[config.mk]
export PLATFORM = sky130hd
export DESIGN_NAME = xy_route_unit
export DESIGN_NICKNAME = d
export VERILOG_FILES = /design/src/rtl/xy_route_unit.sv
export SDC_FILE = /design/constraint.sdc
export NUM_CORES = 1
export LEC_CHECK = 0
export BUFFER_PORTS_ARGS = -buffer_cell sky130_fd_sc_hd__buf_2
export CAP_MARGIN = 20
export CORE_MARGIN = 2
export CORE_UTILIZATION = 50
export CTS_CLUSTER_SIZE = 10
export DETAILED_ROUTE_END_ITERATION = 8
export PLACE_DENSITY = 0.86
export SLEW_MARGIN = 20
export SYNTH_ARGS = -nofsm -noshare
export SYNTH_HDL_FRONTEND = slang
export SYNTH_SLANG_ARGS = --single-unit
export TNS_END_PERCENT = 50
[constraint.sdc]
create_clock -name clk -period 4.08 [get_ports clk]
set_clock_uncertainty 0.1 [all_clocks]
set_input_delay 0.816 -clock clk [delete_from_list [all_inputs] [get_ports clk]]
set_output_delay 0.816 -clock clk [all_outputs]
set_load 0.02 [all_outputs]
[src/rtl/xy_route_unit.sv]
// xy_route_unit: own X/Y coordinate register plus a registered one-hot dimension-order
// (XY or YX) output-port decision with valid/ready handshakes and a saturating header counter.
module xy_route_unit #(
    parameter int X_BITS   = 4,
    parameter int Y_BITS   = 4,
    parameter int YX_ORDER = 0,
    parameter int CNT_BITS = 8
) (
    input  logic                       clk,
    input  logic                       reset,
    input  logic                       addr_we,
    input  logic [X_BITS+Y_BITS-1:0]   addr_in,
    output logic [X_BITS+Y_BITS-1:0]   addr_out,
    input  logic                       hdr_valid,
    input  logic [X_BITS+Y_BITS-1:0]   hdr_dest,
    output logic                       hdr_ready,
    output logic                       route_valid,
    output logic [4:0]                 route_port,
    input  logic                       route_ready,
    output logic [CNT_BITS-1:0]        route_cnt
);
    logic [X_BITS-1:0] dx, ox;
    logic [Y_BITS-1:0] dy, oy;
    logic [4:0] x_port, y_port, first, second, port;
    logic accept;

    assign dx = hdr_dest[X_BITS-1:0];
    assign dy = hdr_dest[X_BITS+Y_BITS-1:X_BITS];
    assign ox = addr_out[X_BITS-1:0];
    assign oy = addr_out[X_BITS+Y_BITS-1:X_BITS];
    assign hdr_ready = !route_valid || route_ready;
    assign accept = hdr_valid && hdr_ready;

    // Each dimension yields zero when already aligned, so the first non-zero one wins.
    always_comb begin
        x_port = (dx > ox) ? 5'b00010 : (dx < ox) ? 5'b00100 : 5'b00000;
        y_port = (dy > oy) ? 5'b01000 : (dy < oy) ? 5'b10000 : 5'b00000;
        first  = (YX_ORDER != 0) ? y_port : x_port;
        second = (YX_ORDER != 0) ? x_port : y_port;
        port   = (|first) ? first : (|second) ? second : 5'b00001;
    end

    always_ff @(posedge clk or posedge reset) begin
        if (reset) begin
            addr_out    <= '0;
            route_valid <= 1'b0;
            route_port  <= 5'b00000;
            route_cnt   <= '0;
        end else begin
            if (addr_we)
                addr_out <= addr_in;
            if (accept) begin
                route_valid <= 1'b1;
                route_port  <= port;
                if (route_cnt != '1)
                    route_cnt <= route_cnt + CNT_BITS'(1);
            end else if (route_ready) begin
                route_valid <= 1'b0;
            end
        end
    end
endmodule

==> qor.txt <==
CTS Buf Count = 3
routability cong. = 0.7240
hold buffers post-CTS = 0
post_cts resized = 0
Seq/Total Area, Yosys = 49.49%
Final ANT Viol Nets = 0
CP Data Arrival Time = 1240 ps
first-pass GRT wire length = 4022 um
I/O Pins = 44
Root Driver = clkbuf_4
largest net degree at the start of global routing = 23
number of synthesized flops with an enable pin = 0
Synth Flop Type = dfrtp_1
Critical path origin = route_ready
critical path's most frequent cell = buf_2
total power = 643.6 uW
Power Density = 461.3 mW/mm2
largest fanout on the critical path = 5
vias in the first global route = 931
CTS tree = done
synthesized area per cell = 11.01 um2
vias per cell = 5.337
top post-synthesis cells by count = dfrtp_1, inv_1, nand2_1, ha_1, o21ai_0
footprint of the multi-input gates = 513.0 um2
Fmax achieved = 463.7 MHz
Final setup viols = 0
H-tree level count = 1
Synthesis Warnings = 0
Synth Net Count = 131
synth top area cells = dfrtp_1, ha_1, xor2_1
Antenna Cells = 0
Layout area overhead = 25.42%
count leader, synth = dfrtp_1
reg2reg start = addr_out[6]
Vias = 934
clock buffer depth = 2
sequential cell area = 550.5 um2
fillers = 191
min-delay src = route_port[2]
initial core utilization = 51.78%
minimum clock period = 2157 ps
total clock sinks = 22
crit path buf inv count = 2
Sum Neg Setup Slack = 0 ps
largest area contributor in the netlist = dfrtp_1
worst-path cell chain = buf_2 > nand2b_4 > buf_2
CP peak stage delay = 170 ps
Startpoint Class = input port
Final Hold Viols = 0
Routed WL = 2409 um
row cnt = 17
drt initial violations = 7
Worst-path clk slew = 120 ps
Hold Crit Class = flip-flop to flip-flop
number of remaining DRC errors = 0
largest delay contributor family on the critical path = buffers and inverters
final net count = 178
Slowest cell on crit path = buf_2
Routed wire per std cell = 13.77 um
LEAKAGE = 0.7792 nW
Seq cells post-synth = 22
worst-case vdd ir drop = 0.0003892 V
Post-synth ARST share = 100.0%
Die Y = 51.17 um
Setup Buffers After CTS = 0
max_slew headroom = 46.02%
core area = 0.002148 mm2
Clk Latency, worst-skew pair = 300 ps
RSZ-0062 raised after global routing = no
initial antenna violation count = 0
Yosys cell types = 26
DPL Wire Length = 1967 um
CP required = 3160 ps
DR pass1 iterations = 4
crit path kind = input port to primary output
die width = 51.17 um
gr usage total = 20.88%
Syn Std Cell Area = 0.001112 mm2
Yosys top cell area share = 49.49%
final worst-path cycle share = 52.86%
aggregate global routing overflow = 0
Port Buffers = 43
Max Cap Viol = 0
Pins Over Slew Limit = 0
outcome = finished clean
Die Area = 0.002618 mm2
post-synthesis cell count = 101
worst slew pin tran = 808.7 ps
fraction of layout cells with a size suffix above 1 = 38.78%
Crit. End Element = primary output
[stage by stage]
| stage | area [um2] | hold WS (ps) | utilization (%) | instances | setup WS (ps) |
|---|---|---|---|---|---|
| floorplan | 1112 | 479.4 | - | 101 | 1928 |
| global placement | 1359 | 368.1 | 63.25 | 171 | 1790 |
| global route | 1395 | 424.7 | 64.94 | 175 | 1910 |
| CTS | 1395 | 410.8 | 64.94 | 175 | 1921 |
| detailed placement | 1359 | 383.1 | 63.25 | 171 | 1693 |
| finish | 1395 | 408.9 | 64.94 | 175 | 1923 |
[cell type report]
cell class / instances / share of cell area (%)
inverters: 12 / 3.229
multi-input cells: 66 / 36.77
flip-flops and latches: 22 / 39.46
repair buffers: 43 / 15.43
well taps: 28 / 2.511
clock buffers: 4 / 2.601
[path summary, 6_finish.rpt]
kind                                  to  slack [ps]  cells past startpoint
max                            hdr_ready        1920                      3
min                        route_port[2]         410                      2
max reg2reg                route_port[0]        2200                      6
min reg2reg                route_port[2]         410                      2
max in group asynchronous    addr_out[0]        2830                      2
min in group asynchronous    addr_out[1]         550                      2
[per-layer routing]
metal | wire (um) | GRT usage [%] | vias to the layer above
met3 | 156 | 2.047 | 4
met4 | 28 | 9.459 | 0
li1 | - | - | 441
met2 | 1274 | 40.91 | 38
met5 | 0 | 0 | -
met1 | 949 | 22.03 | 451
[sequential cells by signal, indices dropped and copies added, names as in the netlist]
signal,cells
route_cnt,8
addr_out,8
route_valid,1
route_port,5
[worst register-to-register path, cell delays in order (launching register included)]
cell,delay (ps)
dfrtp_1,370
inv_1,70
ha_1,320
and3_4,190
a221oi_2,370
a2111oi_2,100
a32o_1,270
[layout by cell type, fill, tap and decap left out]
cell       Yosys  final
buf_2          0     43
dfrtp_1       22     22
inv_1         12     12
nand2_1       11     11
ha_1           9      9
o21ai_0        8      8
xor2_1         6      6
nand3_1        4      4
nor2_1         4      4
mux2_2         3      3
nor3_1         3      3
clkbuf_4       0      3
a21oi_1        2      2
a32o_1         2      2
a22o_1         2      2
nand4_2        1      1
nand2b_4       1      1
o211ai_4       1      1
xnor2_1        1      1
and3_4         1      1
nand2_4        1      1
a21o_1         1      1
a221oi_2       1      1
nand4_1        1      1
a2111oi_2      1      1
and3_1         1      1
nand2b_1       1      1
clkbuf_8       0      1
[cell families (layout without fill, tap and decap cells)]
| kind of cell | Yosys count | after routing | synth area share, % |
|---|---|---|---|
| xor gates and xnor gates | 7 | 7 | 5.512 |
| AOI/OAI and AO/OA | 18 | 18 | 13.16 |
| and+or+nand+nor | 29 | 29 | 14.29 |
| DFF | 22 | 22 | 49.49 |
| muxes | 3 | 3 | 3.037 |
| buffers and inverters | 13 | 59 | 4.386 |
| adders and majority gates | 9 | 9 | 10.12 |
[report_power, final]
group / leakage [nW] / internal [mW] / switching (mW)
clock: 0.0210 / 0.0544 / 0.0629
sequential: 0.275 / 0.259 / 0.0493
combinational: 0.484 / 0.0856 / 0.133
Note: power is estimated with default switching activity, not from simulation.
